[src/rtl/draw_arb_pkg.sv]
// -----------------------------------------------------------------------------
// draw_arb_pkg
// Shared types and constants for the draw layer arbiter:
//   arb_state_t            - blanking FSM states (DRAW, BLANK_PENDING, BLANK)
//   LAYER_SEL_BLANK / _BG  - layerSel codes for the blank and background sources
//   DEF_TRANSPARENT_COLOR  - default "no pixel" RGB value
//   DEF_BLANK_FRAMES       - default number of frames blanked per request
// -----------------------------------------------------------------------------
package draw_arb_pkg;

    typedef enum logic [1:0] {
        ST_DRAW          = 2'd0,
        ST_BLANK_PENDING = 2'd1,
        ST_BLANK         = 2'd2
    } arb_state_t;

    localparam logic [2:0] LAYER_SEL_BLANK = 3'd6;
    localparam logic [2:0] LAYER_SEL_BG    = 3'd7;

    localparam logic [7:0] DEF_TRANSPARENT_COLOR = 8'hFF;
    localparam int         DEF_BLANK_FRAMES      = 2;

    // Width of a down-counter that must hold values 0..frames-1.
    function automatic int cnt_width(input int frames);
        return (frames > 1) ? $clog2(frames) : 1;
    endfunction

endpackage

[src/rtl/draw_layer_arbiter_if.sv]
// -----------------------------------------------------------------------------
// draw_layer_arbiter_if
// Pixel-side bundle of the draw layer arbiter.
//   master modport: the pixel source (drives frame/layer/background/blank
//                   inputs, receives the arbitrated pixel and collision status)
//   slave modport : the arbiter itself
// Signals:
//   startOfFrame, layerDrawReq[NUM_LAYERS], layerRGB[NUM_LAYERS*8], BG_RGB[8],
//   boardersDrawReq, blankReq                              (source -> arbiter)
//   RGBOut[8], layerSel[3], blankActive, collisionFlags[NUM_LAYERS],
//   collisionValid                                         (arbiter -> source)
// -----------------------------------------------------------------------------
interface draw_layer_arbiter_if #(
    parameter int NUM_LAYERS = 4
);
    logic                    startOfFrame;
    logic [NUM_LAYERS-1:0]   layerDrawReq;
    logic [NUM_LAYERS*8-1:0] layerRGB;
    logic [7:0]              BG_RGB;
    logic                    boardersDrawReq;
    logic                    blankReq;

    logic [7:0]              RGBOut;
    logic [2:0]              layerSel;
    logic                    blankActive;
    logic [NUM_LAYERS-1:0]   collisionFlags;
    logic                    collisionValid;

    modport master (
        output startOfFrame, layerDrawReq, layerRGB, BG_RGB, boardersDrawReq, blankReq,
        input  RGBOut, layerSel, blankActive, collisionFlags, collisionValid
    );

    modport slave (
        input  startOfFrame, layerDrawReq, layerRGB, BG_RGB, boardersDrawReq, blankReq,
        output RGBOut, layerSel, blankActive, collisionFlags, collisionValid
    );
endinterface

[src/rtl/draw_arb_collision_tracker.sv]
// -----------------------------------------------------------------------------
// draw_arb_collision_tracker
// Per-frame collision accumulator plus its frame latch.
//   bit 0 : player (layer 0) drawn on a border pixel
//   bit k : player and layer k both drawn on the same pixel
// Ports:
//   clk, resetN       - clock, synchronous active-low reset
//   start_of_frame    - first pixel of a frame; latches and restarts the sum
//   accum_en          - low while the screen is blanked
//   layer_qual        - per-layer "draws a visible pixel" this cycle
//   border_req        - current pixel is a border pixel
//   collision_flags   - accumulator value of the frame just finished
//   collision_valid   - one-cycle pulse when collision_flags is updated
// -----------------------------------------------------------------------------
module draw_arb_collision_tracker #(
    parameter int NUM_LAYERS = 4
) (
    input  logic                  clk,
    input  logic                  resetN,
    input  logic                  start_of_frame,
    input  logic                  accum_en,
    input  logic [NUM_LAYERS-1:0] layer_qual,
    input  logic                  border_req,
    output logic [NUM_LAYERS-1:0] collision_flags,
    output logic                  collision_valid
);

    logic [NUM_LAYERS-1:0] hit_raw;
    logic [NUM_LAYERS-1:0] hit_next;
    logic [NUM_LAYERS-1:0] accum_reg;
    logic [NUM_LAYERS-1:0] flags_reg;
    logic                  valid_reg;

    assign hit_raw[0] = layer_qual[0] & border_req;

    genvar gi;
    generate
        for (gi = 1; gi < NUM_LAYERS; gi++) begin : g_hit
            assign hit_raw[gi] = layer_qual[0] & layer_qual[gi];
        end
    endgenerate

    assign hit_next = accum_en ? hit_raw : '0;

    always_ff @(posedge clk) begin
        if (!resetN) begin
            accum_reg <= '0;
            flags_reg <= '0;
            valid_reg <= 1'b0;
        end else if (start_of_frame) begin
            // The start-of-frame pixel already belongs to the new frame, so
            // its hits seed the fresh accumulator instead of the latched value.
            flags_reg <= accum_reg;
            valid_reg <= 1'b1;
            accum_reg <= hit_next;
        end else begin
            valid_reg <= 1'b0;
            accum_reg <= accum_reg | hit_next;
        end
    end

    assign collision_flags = flags_reg;
    assign collision_valid = valid_reg;

endmodule

[src/rtl/draw_layer_arbiter.sv]
// -----------------------------------------------------------------------------
// draw_layer_arbiter
// Fixed-priority pixel mixer for NUM_LAYERS object layers over a background,
// with a frame-aligned screen-blank sequence and optional collision reporting.
// Ports:
//   clk     - pixel clock
//   resetN  - synchronous active-low reset
//   bus     - draw_layer_arbiter_if.slave (pixel inputs, RGBOut, layerSel,
//             blankActive, collisionFlags, collisionValid)
// Parameters: NUM_LAYERS (2..6), TRANSPARENT_COLOR, BLANK_FRAMES (>=1)
// Build option: define DRAW_ARB_COLLISION_EN to build the collision tracker;
//               otherwise collisionFlags/collisionValid are tied to 0.
// -----------------------------------------------------------------------------
module draw_layer_arbiter
    import draw_arb_pkg::*;
#(
    parameter int         NUM_LAYERS        = 4,
    parameter logic [7:0] TRANSPARENT_COLOR = DEF_TRANSPARENT_COLOR,
    parameter int         BLANK_FRAMES      = DEF_BLANK_FRAMES
) (
    input  logic                 clk,
    input  logic                 resetN,
    draw_layer_arbiter_if.slave  bus
);

    localparam int CNT_W = cnt_width(BLANK_FRAMES);

    logic [NUM_LAYERS-1:0] layer_qual;
    logic [7:0]            win_rgb;
    logic [2:0]            win_sel;
    logic                  blank_next;

    arb_state_t            state_reg;
    logic [CNT_W-1:0]      cnt_reg;
    logic [7:0]            rgb_out_reg;
    logic [2:0]            layer_sel_reg;
    logic                  blank_active_reg;

    // A layer only competes when it asks to draw and its pixel is visible.
    genvar gi;
    generate
        for (gi = 0; gi < NUM_LAYERS; gi++) begin : g_qual
            assign layer_qual[gi] = bus.layerDrawReq[gi] &&
                                    (bus.layerRGB[8*gi +: 8] != TRANSPARENT_COLOR);
        end
    endgenerate

    // Walk from the highest index down so the lowest qualifying layer wins.
    always_comb begin
        win_sel = LAYER_SEL_BG;
        win_rgb = bus.BG_RGB;
        for (int k = NUM_LAYERS - 1; k >= 0; k--) begin
            if (layer_qual[k]) begin
                win_sel = 3'(k);
                win_rgb = bus.layerRGB[8*k +: 8];
            end
        end
    end

    // State after this edge is BLANK: the registered pixel and blankActive
    // switch together with the state so that blankActive tracks BLANK exactly.
    always_comb begin
        blank_next = 1'b0;
        case (state_reg)
            ST_BLANK_PENDING: blank_next = bus.startOfFrame;
            ST_BLANK:         blank_next = !(bus.startOfFrame && (cnt_reg == '0));
            default:          blank_next = 1'b0;
        endcase
    end

    always_ff @(posedge clk) begin
        if (!resetN) begin
            state_reg        <= ST_DRAW;
            cnt_reg          <= '0;
            rgb_out_reg      <= 8'h00;
            layer_sel_reg    <= LAYER_SEL_BG;
            blank_active_reg <= 1'b0;
        end else begin
            case (state_reg)
                ST_DRAW: begin
                    if (bus.blankReq) begin
                        state_reg <= ST_BLANK_PENDING;
                    end
                end
                ST_BLANK_PENDING: begin
                    if (bus.startOfFrame) begin
                        state_reg <= ST_BLANK;
                        cnt_reg   <= CNT_W'(BLANK_FRAMES - 1);
                    end
                end
                ST_BLANK: begin
                    if (bus.startOfFrame) begin
                        if (cnt_reg == '0) begin
                            state_reg <= ST_DRAW;
                        end else begin
                            cnt_reg <= cnt_reg - 1'b1;
                        end
                    end
                end
                default: state_reg <= ST_DRAW;
            endcase

            blank_active_reg <= blank_next;
            if (blank_next) begin
                rgb_out_reg   <= 8'h00;
                layer_sel_reg <= LAYER_SEL_BLANK;
            end else begin
                rgb_out_reg   <= win_rgb;
                layer_sel_reg <= win_sel;
            end
        end
    end

    assign bus.RGBOut      = rgb_out_reg;
    assign bus.layerSel    = layer_sel_reg;
    assign bus.blankActive = blank_active_reg;

`ifdef DRAW_ARB_COLLISION_EN
    draw_arb_collision_tracker #(
        .NUM_LAYERS (NUM_LAYERS)
    ) u_collision (
        .clk             (clk),
        .resetN          (resetN),
        .start_of_frame  (bus.startOfFrame),
        .accum_en        (state_reg != ST_BLANK),
        .layer_qual      (layer_qual),
        .border_req      (bus.boardersDrawReq),
        .collision_flags (bus.collisionFlags),
        .collision_valid (bus.collisionValid)
    );
`else
    logic unused_border;
    assign unused_border      = bus.boardersDrawReq;
    assign bus.collisionFlags = '0;
    assign bus.collisionValid = 1'b0;
`endif

endmodule

[src/flat_wrapper.sv]
// flat-port wrapper written by rule: the top's interface ports become plain ports
module draw_layer_arbiter_flat import draw_arb_pkg::*;
#(
    parameter int         NUM_LAYERS        = 4,
    parameter logic [7:0] TRANSPARENT_COLOR = DEF_TRANSPARENT_COLOR,
    parameter int         BLANK_FRAMES      = DEF_BLANK_FRAMES
)
  (clk, resetN, bus_startOfFrame, bus_layerDrawReq, bus_layerRGB, bus_BG_RGB, bus_boardersDrawReq, bus_blankReq, bus_RGBOut, bus_layerSel, bus_blankActive, bus_collisionFlags, bus_collisionValid);
  draw_layer_arbiter_if #(.NUM_LAYERS(NUM_LAYERS)) bus_i ();
  input  logic clk;
  input  logic resetN;
  input wire logic [$bits(bus_i.startOfFrame)-1:0] bus_startOfFrame;
  input wire logic [$bits(bus_i.layerDrawReq)-1:0] bus_layerDrawReq;
  input wire logic [$bits(bus_i.layerRGB)-1:0] bus_layerRGB;
  input wire logic [$bits(bus_i.BG_RGB)-1:0] bus_BG_RGB;
  input wire logic [$bits(bus_i.boardersDrawReq)-1:0] bus_boardersDrawReq;
  input wire logic [$bits(bus_i.blankReq)-1:0] bus_blankReq;
  output wire logic [$bits(bus_i.RGBOut)-1:0] bus_RGBOut;
  output wire logic [$bits(bus_i.layerSel)-1:0] bus_layerSel;
  output wire logic [$bits(bus_i.blankActive)-1:0] bus_blankActive;
  output wire logic [$bits(bus_i.collisionFlags)-1:0] bus_collisionFlags;
  output wire logic [$bits(bus_i.collisionValid)-1:0] bus_collisionValid;
  assign bus_i.startOfFrame = bus_startOfFrame;
  assign bus_i.layerDrawReq = bus_layerDrawReq;
  assign bus_i.layerRGB = bus_layerRGB;
  assign bus_i.BG_RGB = bus_BG_RGB;
  assign bus_i.boardersDrawReq = bus_boardersDrawReq;
  assign bus_i.blankReq = bus_blankReq;
  assign bus_RGBOut = bus_i.RGBOut;
  assign bus_layerSel = bus_i.layerSel;
  assign bus_blankActive = bus_i.blankActive;
  assign bus_collisionFlags = bus_i.collisionFlags;
  assign bus_collisionValid = bus_i.collisionValid;
  draw_layer_arbiter #(.NUM_LAYERS(NUM_LAYERS), .TRANSPARENT_COLOR(TRANSPARENT_COLOR), .BLANK_FRAMES(BLANK_FRAMES)) u_core (.clk(clk), .resetN(resetN), .bus(bus_i));
endmodule
[config.mk]
export PLATFORM = sky130hd
export DESIGN_NAME = draw_layer_arbiter_flat
export DESIGN_NICKNAME = d
export VERILOG_FILES = /design/src/rtl/draw_arb_pkg.sv /design/src/rtl/draw_layer_arbiter_if.sv /design/src/rtl/draw_arb_collision_tracker.sv /design/src/rtl/draw_layer_arbiter.sv /design/src/flat_wrapper.sv
export SDC_FILE = /design/constraint.sdc
export NUM_CORES = 1
export LEC_CHECK = 0
export ABC_AREA = 1
export BUFFER_PORTS_ARGS = -buffer_cell sky130_fd_sc_hd__buf_2
export CAP_MARGIN = 20
export CORE_MARGIN = 5
export CORE_UTILIZATION = 45
export DETAILED_ROUTE_END_ITERATION = 10
export GPL_ROUTABILITY_DRIVEN = 1
export PLACE_DENSITY_LB_ADDON = 0.1
export SLEW_MARGIN = 20
export SYNTH_ARGS = -nofsm -noshare
export SYNTH_HDL_FRONTEND = slang
export SYNTH_SLANG_ARGS = --single-unit
[constraint.sdc]
create_clock -name clk -period 1.7 [get_ports clk]
set_input_delay 0 -clock clk [delete_from_list [all_inputs] [get_ports clk]]
set_output_delay 0 -clock clk [all_outputs]
set_load 0.005 [all_outputs]
# After elaboration in Yosys (flattened, before gate mapping)
# Cells that the tools add are included.
[word_totals]
inputBits = 49
latch_bits = 0
ram_bits = 0
rom_bits = 0
memories = 0
reg_bits = 15
[op_classes]
n_bitwise = 2
reduce_logical = 11
n_lt_le_gt_ge = 0
eq_ne = 10
n_mux = 19
n_addsub = 1
shift = 0
div = 0
multipliers = 0
[op_table]
columns = ["operator", "count"]
rows = [
  ["8-bit 2-to-1 mux", 4],
  ["8-bit inequality test, second input constant", 4],
  ["3-bit 2-to-1 mux", 4],
  ["2-bit 2-to-1 mux", 4],
  ["2-bit inequality test, second input constant", 4],
  ["2-bit one-hot mux with 3 select lines", 1],
  ["1-bit logical AND", 5],
  ["1-bit 2-to-1 mux", 4],
  ["1-bit one-hot mux with 2 select lines", 2],
  ["4-bit AND reduction", 1],
  ["3-bit AND reduction", 1],
  ["2-bit by 1-bit equality test with 1-bit output, second input constant", 1],
  ["2-bit equality test, second input constant", 1],
  ["2-bit logical NOT", 1],
  ["1-bit NOT", 2],
  ["2-bit nonzero test", 1],
  ["2-bit OR reduction", 1],
  ["1-bit logical NOT", 1],
  ["1-bit subtractor, second input constant", 1],
]

# Logic depth before layout (Yosys ltp)
# Gate-level depths: netlist of the first run.
[depth]
word_depth = 7
depth_mapped = 9
ltp_nobuf = 9

# Worst setup path before layout of the first run
# OpenSTA, ideal clock, no wires.
[synth_timing]
path_type = "reg-to-reg"
from = "register u_core.state_reg[0]"
to = "register u_core.rgb_out_reg[0], in the netlist u_core.bus.RGBOut[0]"
slack_ns = 0.539
required_ns = 1.634
synth_period_minus_slack_ns = 1.161
stages_incl_launch_ff = 10
arrival_ns = 1.095
cell_sequence = "dfxtp_1 inv_1 ha_1 o21ai_2 nand2_1 nand2_2 nand2_2 clkinv_4 o21ai_1 a21oi_2"
[synth_between]
elab_chain_cells = 3
[synth_lines]
columns = ["item", "line", "text"]
rows = [
  ["start, declared", "draw_layer_arbiter.sv:33", "arb_state_t state_reg;"],
  ["start signal, assigned", "draw_layer_arbiter.sv:73", "state_reg <= ST_DRAW;"],
  ["start signal, assigned", "draw_layer_arbiter.sv:82", "state_reg <= ST_BLANK_PENDING;"],
  ["start signal, assigned", "draw_layer_arbiter.sv:87", "state_reg <= ST_BLANK;"],
  ["2-bit equality test / 2-bit by 1-bit equality test with 1-bit output (equally long branches)", "draw_layer_arbiter.sv:64", "case (state_reg)"],
  ["1-bit one-hot mux with 2 select lines (*)", "draw_layer_arbiter.sv:64", ""],
  ["2-bit OR reduction (no line) (*)", "-", ""],
  ["end signal, assigned", "draw_layer_arbiter.sv:108", "rgb_out_reg <= win_rgb;"],
  ["end, declared", "draw_layer_arbiter.sv:35", "logic [7:0] rgb_out_reg;"],
]
# Every way passes the cells marked *; elsewhere a longest branch is shown, timed or not.
# A chain may end at the register's enable or synchronous reset.

# Final worst setup path of the first run
[layout_timing]
from = "register u_core.state_reg[0]"
to = "register u_core.rgb_out_reg[5], in the netlist u_core.bus.RGBOut[5]"
# Same word-level chain as after synthesis.

==> results of run 1 <==
==> kinds of logic (layout without fill, tap and decap cells) <==
logic type               Yosys count  in the layout  share of synthesized area
other                              1              5                    0.00291
AND/OR/NAND/NOR                  115            115                      0.473
adder cells (fa/ha/maj)            4              4                     0.0389
buffers and inverters             37             96                      0.137
AO/OA/AOI/OAI                     21             21                      0.115
flip-flops                        15             15                      0.233
==> cells in the final DEF (no fill, tap or decap) <==
master,n
buf_2,59
nand2_1,52
inv_1,25
nand2_2,19
nand3_1,18
dfxtp_1,15
nor2_1,9
nand3_2,8
o21ai_1,7
a21oi_2,7
conb_1,5
dlygate4sd3_1,5
ha_1,4
nand2_4,3
o21ai_2,3
clkbuf_4,3
nor2_2,2
inv_2,2
a21oi_1,2
nand2_8,1
clkinv_4,1
and2_1,1
nor3b_2,1
or2_2,1
a211oi_1,1
o211ai_1,1
clkinv_2,1
==> what timing repair did <==
action                                 CTS  global route
endpoints found under the hold margin    6             0
hold buffers                             5             0
gates resized for setup                  0             0
==> final cells by class <==
cell class                 instances  area [µm²]  area share
clock buffer                       3        22.5      0.0137
clock inverter                     1        5.00     0.00304
inverter                          28         110      0.0668
multi-input combinational        145         826       0.501
sequential                        15         300       0.182
tap                               31        38.8      0.0235
timing repair buffer              64         345       0.210
==> final timing paths <==
check / endpoint / slack [ns] / depth (start not counted)
worst max register to register: u_core.bus.RGBOut[5]$_SDFF_PP0_ / 0.36 / 9
worst min register to register: u_core.cnt_reg$_SDFFE_PN0P_ / 0.53 / 2
worst max-delay path: u_core.bus.RGBOut[5]$_SDFF_PP0_ / 0.36 / 9
worst min-delay path: u_core.bus.RGBOut[6]$_SDFF_PP0_ / 0.0006 / 3
==> routing by layer <==
| layer | track usage | wire [µm] |
|---|---|---|
| met3 | 0.0231 | 152 |
| met4 | 0.0390 | 12 |
| met1 | 0.175 | 1230 |
| met5 | 0 | 0 |
| met2 | 0.266 | 1600 |
==> power by group through the flow <==
stage | Sequential, mW | Combinational [mW] | Clock, mW
after CTS | 0.454 | 0.551 | 0.212
after floorplan | 0.464 | 0.380 | 0
after global placement | 0.462 | 0.532 | 0
final | 0.454 | 0.539 | 0.207
after global routing | 0.465 | 0.614 | 0.223
after detailed placement | 0.463 | 0.540 | 0
==> worst max-delay path, stage by stage, from the launching register on <==
cell	delay, ns
dfxtp_1	0.39
inv_1	0.09
ha_1	0.23
o21ai_2	0.07
nand2_1	0.09
nand2_2	0.09
nand2_2	0.07
clkinv_4	0.08
o21ai_1	0.08
a21oi_2	0.09
==> flow_summary_export.csv, run 1 <==
group,metric,value,unit
power,p_switching,451,µW
timing,whs,0.000570,ns
logic_synthesis,yosysMostFrequentCell,"nand2_1",
place,gp_congestion,0.803,
cts,h-tree-depth,1,
logic_synthesis,synth_area,1290,µm²
timing,fmax,749,MHz
place,pre_cts_ws,0.384,ns
cts,cts_max_path_buffers,2,
final_layout,fillers,297,
floorplan,die-area,4030,µm²
timing,rsz0062_at_grt,"no",
power,swShare,0.376,
floorplan,io_pins,66,
worst_setup_path,critPathKind,"register to register",
final_layout,largest_register_ffs,8,
floorplan,chipWidth,63.5,µm
logic_synthesis,ys.flop_type,"dfxtp_1",
power,leakage,0.941,nW
detailed_routing,wl_per_cell,10.4,µm
detailed_routing,ant_nets,0,
cts,clock-sinks,15,
status,status,"finished clean",
worst_setup_path,crit_fanout,10,
place,hpwl,2560,µm
place,dp.cells,278,
final_layout,areaGrowthSynthToFinish,28.0,%
final_layout,fin_nets,310,
power,pwr-share-clk,0.173,
timing,setup_tns,0,ns
final_layout,layout.cells.non_filler,287,
logic_synthesis,synth_top_area_share,0.233,
timing,final.min_clock_period,1.34,ns
logic_synthesis,synth-edff-count,0,
detailed_routing,drt_iter0_drc,27,
global_routing,grt_pass1_vias,1210,
final_layout,utilization,0.598,
detailed_routing,first_pass_iters,4,
global_routing,grt_max_degree,18,
cts,clk_latency,0.29,ns
final_layout,diodes,0,
timing,finalCritPeriodShare,0.785,
worst_setup_path,cp_data_arrival_time,1.57,ns
worst_setup_path,cp-start-kind,"register",
power,p_comb_frac,0.449,
global_routing,grt_pass1_wl,4910,µm
floorplan,initial_core_util,0.467,
global_routing,track_usage,0.147,
worst_setup_path,critPathRequiredTime,1.93,ns
logic_synthesis,ys_seq_area_frac,0.233,
power,power.internal,750,µW
timing,hold_viol_final,0,
cts,clock-root-buffer,"clkbuf_4",
timing,slew_viol_final,0,
detailed_routing,drc,0,
logic_synthesis,syn_inst,193,
power,power_density,728,nW/µm²
final_layout,drive_above_1_share,0.434,
power,peakVddDrop,0.000666,V
floorplan,rows,19,
final_layout,stdcell_area,1650,µm²
flow_run,max-cap-violations,0,
cts,path_clk_slew,0.09,ns
logic_synthesis,ys_top_cells_by_area,"dfxtp_1 23%, nand2_1 15%, nand2_2 9.2%",
detailed_routing,vias_per_cell,4.52,
place,placed_cell_area,1570,µm²
worst_setup_path,worstSetupStartpoint,"u_core.state_reg[0]$_SDFFE_PN0P_",
worst_setup_path,r2r_start,"u_core.state_reg[0]$_SDFFE_PN0P_",
global_routing,antenna_found_initial,0,
worst_hold_path,hp-class,"input pin to register",
cts,cts_tree,"yes",
logic_synthesis,avgSynthCellArea,6.67,µm²
detailed_routing,routed_wl,3000,µm
timing,fin_skew,0.00120,ns
cts,postCtsSetupRepairBufs,0,
logic_synthesis,synth_commonest_cells,"52 x nand2_1, 25 x inv_1, 19 x nand2_2",
place,io_buffers,59,
detailed_routing,route.vias.total,1296,
timing,worst_slack,0.365,ns
logic_synthesis,yosys_warnings,0,
cts,cts_buffers,3,
timing,setup_viol,0,
worst_hold_path,worstHoldStart,"bus_layerRGB[6]",
power,finalPower,1.20,mW
floorplan,core_area,2760,µm²
logic_synthesis,async_reset_ff_frac,0,
global_routing,gr-total-overflow,0,
power,pwr-share-seq,0.378,
logic_synthesis,yosys_register_bits,15,
floorplan,fp.dieH,63.5,µm
worst_setup_path,crit_path_end_kind,"register",
logic_synthesis,yosys.area.top_type,"dfxtp_1",
logic_synthesis,ys_types,26,
Note: power is estimated with default switching activity, not from simulation.
==> inputs of run 2 (changes only) <==
- ABC_AREA: 1 -> 0
- CORE_UTILIZATION: 45 -> 39
- clock period: 1.7 -> 1.1 ns (I/O delays scaled with it)
==> run 2 against run 1 <==
Effect of this change:
- the run now ends with negative setup slack left
- count of clock-buffer cells in the layout rose by 1
- core utilization rose by 6.3 points
- clock power rose by 46%
- clock skew rose by 0.0075 ns
- global-route usage rose by 1.9 points
- area after synthesis fell by 14%
- die area fell by 0.46%
- register-to-register slack got worse by 0.56 ns
- combinational power rose by 19%
- via count rose by 2.7%
- design area rose by 9.6%
- critical path type unchanged
==> flow_summary_export.csv, run 2 <==
group,metric,value,unit
floorplan,io_pins,66,
final_layout,diodes,0,
timing,finalCritPeriodShare,1.18,
place,hpwl,2680,µm
power,peakVddDrop,0.000790,V
worst_setup_path,crit_fanout,5,
logic_synthesis,async_reset_ff_frac,0,
floorplan,die-area,4010,µm²
final_layout,largest_register_ffs,8,
logic_synthesis,ys.flop_type,"dfxtp_1",
status,violations,"negative setup slack",
final_layout,layout.cells.non_filler,257,
floorplan,rows,19,
logic_synthesis,yosys_register_bits,15,
timing,fin_skew,0.00872,ns
place,placed_cell_area,1550,µm²
detailed_routing,first_pass_iters,4,
global_routing,track_usage,0.165,
logic_synthesis,synth_area,1110,µm²
cts,clk_latency,0.27,ns
logic_synthesis,yosysMostFrequentCell,"inv_1",
detailed_routing,drc,0,
cts,h-tree-depth,1,
final_layout,fin_nets,280,
worst_setup_path,critPathRequiredTime,1.28,ns
cts,cts_tree,"yes",
timing,setup_viol,14,
cts,cts_buffers,3,
cts,clock-sinks,15,
logic_synthesis,syn_inst,140,
floorplan,chipWidth,63.3,µm
worst_setup_path,rr_worst_depth,5,
final_layout,final_cell_mix,"59 x buf_2, 21 x buf_4, 18 x inv_1",
worst_setup_path,cp_data_arrival_time,1.47,ns
timing,final.min_clock_period,1.30,ns
global_routing,gr-total-overflow,0,
logic_synthesis,synth_commonest_cells,"20 x inv_1, 15 x dfxtp_1, 9 x o21ai_1",
final_layout,stdcell_area,1810,µm²
global_routing,antenna_found_initial,0,
cts,path_clk_slew,0.09,ns
flow_run,max-cap-violations,0,
place,io_buffers,59,
detailed_routing,drt_iter0_drc,38,
place,pre_cts_ws,-0.234,ns
worst_setup_path,crit_end,"u_core.bus.layerSel[2]$_SDFF_PP1_",
final_layout,utilization,0.661,
floorplan,core_area,2730,µm²
final_layout,drive_above_1_share,0.478,
worst_setup_path,crit_path_end_kind,"register",
worst_setup_path,cp-start-kind,"register",
logic_synthesis,yosys_warnings,0,
cts,clock-root-buffer,"clkbuf_4",
logic_synthesis,avgSynthCellArea,7.93,µm²
global_routing,grt_max_degree,16,
worst_setup_path,critPathKind,"register to register",
logic_synthesis,ys_top_cells_by_area,"dfxtp_1 27%, mux2i_1 7.2%, inv_1 6.8%",
worst_setup_path,r2r-end,"u_core.bus.layerSel[2]$_SDFF_PP1_",
logic_synthesis,synth_top_area_share,0.271,
detailed_routing,vias_per_cell,5.18,
final_layout,final_common_cell,"buf_2",
status,status,"finished, violations left",
worst_setup_path,r2r_start,"u_core.state_reg[0]$_SDFFE_PN0P_",
global_routing,grt_pass1_vias,1305,
timing,slew_viol_final,0,
worst_setup_path,ff2ff_setup_slack,-0.20,ns
worst_hold_path,hp-class,"input pin to register",
final_layout,areaGrowthSynthToFinish,62.8,%
floorplan,fp.dieH,63.3,µm
logic_synthesis,ys_seq_area_frac,0.271,
worst_setup_path,worstSetupStartpoint,"u_core.state_reg[0]$_SDFFE_PN0P_",
logic_synthesis,ys_types,32,
detailed_routing,ant_nets,0,
floorplan,initial_core_util,0.406,
power,power_density,867,nW/µm²
place,dp.cells,242,
timing,fmax,771,MHz
timing,hold_viol_final,0,
detailed_routing,wl_per_cell,13.9,µm
timing,rsz0062_at_grt,"yes",
place,gp_congestion,0.831,
timing,setup_tns,-2.00,ns
logic_synthesis,synth-edff-count,0,
detailed_routing,routed_wl,3580,µm
detailed_routing,route.vias.total,1331,
cts,cts_max_path_buffers,2,
power,leakage,0.870,nW
timing,worst_slack,-0.197,ns
logic_synthesis,yosys.area.top_type,"dfxtp_1",
global_routing,grt_pass1_wl,5580,µm
==> run 2: cell count changes in the layout (fill, tap and decap cells not counted), moves of 8 or more <==
cell and delta:
nand3_1 -13, buf_4 +21, nand2_1 -47, nand4_1 +8, nand3_2 -8, nand2_2 -19
mux2i_1 +8
==> run 2: power breakdown <==
group / switching (mW) / internal [mW] / total, mW / leakage [nW]
sequential: 0.0279 / 0.595 / 0.623 / 0.126
combinational: 0.312 / 0.329 / 0.641 / 0.729
clock: 0.162 / 0.140 / 0.302 / 0.0150
total: 0.502 / 1.06 / 1.57 / 0.870
==> run 2: worst max-delay path, cell delays in order (launching register included) <==
cell and delay, ns:
dfxtp_4 0.39, inv_4 0.05, ha_4 0.22, a21bo_4 0.24
nand2_8 0.08, a41o_1 0.21
==> run 2: repair_timing <==
action	4_1_cts	5_1_grt
hold buffers	8	0
resized for setup	13	8
setup buffers	1	1
gates cloned	1	0
endpoints found under the setup margin	13	14
pin swaps	5	4
hold endpoints to repair	8	0
==> run 2: cells by family after synthesis <==
kind of cell,synth area share
flip-flops,0.271
adder cells (fa/ha/maj),0.0451
buffers and inverters,0.134
multiplexers,0.0722
AO/OA/AOI/OAI,0.304
AND/OR/NAND/NOR,0.170
other,0.00338
==> run 2: worst min-delay path by stage <==
stage | startpoint | to | slack (ns) | cells after the start
CTS | resetN | u_core.bus.layerSel[0]$_SDFF_PN1_ | 0.009 | 2
detailed placement | resetN | u_core.bus.layerSel[0]$_SDFF_PN1_ | 0.25 | 2
global placement | bus_startOfFrame | u_core.cnt_reg$_SDFFE_PN0P_ | 0.24 | 2
global route | resetN | u_core.bus.layerSel[0]$_SDFF_PN1_ | 0.02 | 2
floorplan | resetN | u_core.bus.layerSel[0]$_SDFF_PN1_ | 0.08 | 1
finish | resetN | u_core.bus.layerSel[0]$_SDFF_PN1_ | 0.03 | 2
==> run 2: per-stage QoR <==
stage               total power [mW]  hold WS (ns)
finish                          1.57        0.0281
global route                    1.66        0.0207
CTS                             1.51       0.00899
detailed placement              1.13         0.247
global placement                1.12         0.240
floorplan                      0.897        0.0800
==> run 2: final cells by class <==
type,instances,area [µm²]
flip-flops and latches,15,308
repair buffers,88,533
inverters,20,80.1
multi-input cells,99,821
fillers,219,927
clock buffers,4,26.3
well taps,31,38.8
==> run 2: per-layer routing <==
layer  share of wire  vias to the layer above  global-route usage
li1                -                      683                   -
met1            0.42                      599               0.198
met2            0.51                       47               0.298
met3           0.065                        2              0.0249
met4          0.0059                        0              0.0494
met5               0                        -                   0
==> inputs of run 3 (changes only) <==
- CAP_MARGIN: 20 -> not set
- REMOVE_ABC_BUFFERS: not set -> 1
==> run 3 against run 2 <==
Effect of this change:
- the flow still finishes with violations (negative setup slack)
- sequential cell count unchanged
- critical path depth up 2
- combinational power up 5.9%
- sequential power down 1%
- count of clock-buffer cells in the layout unchanged
- non-clock buffer count up 9
- sequential share of layout area down 0.90 points
- fmax about the same
- worst hold slack worse by 0.00052 ns
- register-to-register slack about the same
- highest routed layer unchanged
==> flow_summary_export.csv, run 3 (synthesized netlist as in run 2, its figures left out) <==
group,metric,value,unit
worst_hold_path,hp-class,"input pin to register",
place,gp_congestion,0.800,
cts,clock-sinks,15,
global_routing,grt_max_degree,16,
floorplan,core_area,2730,µm²
detailed_routing,vias_per_cell,5.20,
cts,clock-root-buffer,"clkbuf_4",
detailed_routing,drt_iter0_drc,39,
global_routing,grt_pass1_vias,1407,
place,io_buffers,59,
cts,clk_latency,0.28,ns
timing,fmax,770,MHz
final_layout,utilization,0.692,
cts,path_clk_slew,0.09,ns
power,finalPower,1.60,mW
detailed_routing,first_pass_iters,4,
final_layout,final_cell_mix,"59 x buf_2, 27 x buf_4, 18 x inv_1",
place,pre_cts_ws,-0.377,ns
timing,setup_viol,14,
worst_setup_path,r2r_start,"u_core.state_reg[0]$_SDFFE_PN0P_",
worst_setup_path,ff2ff_setup_slack,-0.20,ns
detailed_routing,ant_nets,0,
worst_setup_path,cp_data_arrival_time,1.48,ns
cts,cts_tree,"yes",
worst_setup_path,critPathRequiredTime,1.28,ns
final_layout,layout.cells.non_filler,265,
worst_setup_path,slowest_delay,0.34,ns
timing,slew_viol_final,0,
flow_run,max-cap-violations,0,
power,power_density,845,nW/µm²
worst_setup_path,slowest_stage,"dfxtp_2",
worst_setup_path,critPathKind,"register to register",
global_routing,grt_pass1_wl,5750,µm
global_routing,antenna_found_initial,0,
final_layout,areaGrowthSynthToFinish,70.5,%
power,leakage,0.917,nW
worst_hold_path,whs_path_depth,3,
final_layout,stdcell_area,1890,µm²
final_layout,diodes,0,
detailed_routing,routed_wl,3670,µm
detailed_routing,drc,0,
final_layout,drive_above_1_share,0.496,
final_layout,largest_register_ffs,8,
cts,cts_buffers,3,
global_routing,gr-total-overflow,0,
floorplan,io_pins,66,
detailed_routing,route.vias.total,1378,
place,hpwl,2780,µm
detailed_routing,wl_per_cell,13.9,µm
power,peakVddDrop,0.000811,V
timing,fin_skew,0.00929,ns
timing,final.min_clock_period,1.30,ns
cts,cts_max_path_buffers,2,
final_layout,fin_nets,288,
worst_setup_path,rr_worst_depth,7,
floorplan,rows,19,
floorplan,chipWidth,63.3,µm
floorplan,fp.dieH,63.3,µm
final_layout,final_common_cell,"buf_2",
worst_setup_path,crit_fanout,3,
worst_hold_path,min_to,"u_core.bus.RGBOut[1]$_SDFF_PP0_",
cts,h-tree-depth,1,
timing,worst_slack,-0.198,ns
global_routing,track_usage,0.173,
worst_setup_path,cp-start-kind,"register",
worst_hold_path,worstHoldStart,"bus_layerDrawReq[1]",
status,status,"finished, violations left",
status,violations,"negative setup slack",
worst_setup_path,r2r-end,"u_core.state_reg[1]$_SDFFE_PN0P_",
timing,hold_viol_final,0,
worst_setup_path,crit_chain,"buf_6, ha_4, nor2b_4, a21oi_2, o21ai_1, mux2i_1, nor2_1",
timing,finalCritPeriodShare,1.18,
place,placed_cell_area,1580,µm²
timing,rsz0062_at_grt,"yes",
place,dp.cells,249,
floorplan,die-area,4010,µm²
worst_setup_path,crit_path_end_kind,"register",
floorplan,initial_core_util,0.406,
run 3: cell types whose count changed in the layout (fill, tap and decap cells not counted), sizes merged:
cell,before,now
buf,80,88
dlygate4sd3,8,9
nand2,7,6
run 3: area by class of cell:
type	instances	area, µm²
tap	31	38.8
sequential	15	305
fill	218	842
multi-input combinational	98	831
timing repair buffer	97	611
inverter	20	80.1
clock buffer	4	26.3
run 3: power by group:
part | leakage (nW) | internal [mW] | switching (mW)
sequential | 0.126 | 0.595 | 0.0227
combinational | 0.777 | 0.355 | 0.324
clock | 0.0150 | 0.140 | 0.162
run 3: critical path: cells and delay by family (launching register included):
kind,cells,cell delay (ns)
adders and majority gates,1,0.15
muxes,1,0.17
and+or+nand+nor,2,0.18
AOI/OAI and AO/OA,2,0.24
buffers and inverters,1,0.12
DFF,1,0.34
run 3: routing by layer:
metal  track usage  part of all wire  vias to the layer above
met5             0                 0                        -
met4        0.0571             0.014                        0
met3        0.0337             0.074                        4
met2         0.319              0.52                       52
met1         0.196              0.39                      624
li1              -                 -                      698
run 3: repair_timing:
action,in CTS,in global routing
setup buffers,2,1
pin swaps,4,1
endpoints found under the setup margin,14,14
hold buffers,8,1
hold endpoints to repair,8,1
resized for setup,25,8
run 3: how the worst max path moves through the flow:
stage	endpoint	slack, ns	depth (start not counted)	startpoint
floorplan	u_core.bus.layerSel[2]$_SDFF_PP1_	-0.29	5	u_core.state_reg[0]$_SDFFE_PN0P_
global placement	u_core.bus.layerSel[2]$_SDFF_PP1_	-0.31	5	u_core.state_reg[1]$_SDFFE_PN0P_
detailed placement	u_core.bus.RGBOut[5]$_SDFF_PP0_	-0.38	5	u_core.state_reg[1]$_SDFFE_PN0P_
CTS	u_core.state_reg[1]$_SDFFE_PN0P_	-0.19	7	u_core.state_reg[0]$_SDFFE_PN0P_
global route	u_core.state_reg[1]$_SDFFE_PN0P_	-0.27	7	u_core.state_reg[0]$_SDFFE_PN0P_
finish	u_core.state_reg[1]$_SDFFE_PN0P_	-0.20	7	u_core.state_reg[0]$_SDFFE_PN0P_
run 3: metrics by stage:
stage          setup TNS, ns  hold slack (ns)
2_1_floorplan          -2.65           0.0800
3_3_place_gp           -3.43            0.246
3_5_place_dp           -4.14            0.244
4_1_cts                -1.65         0.000874
5_1_grt                -2.69           0.0428
6_report               -2.02           0.0276
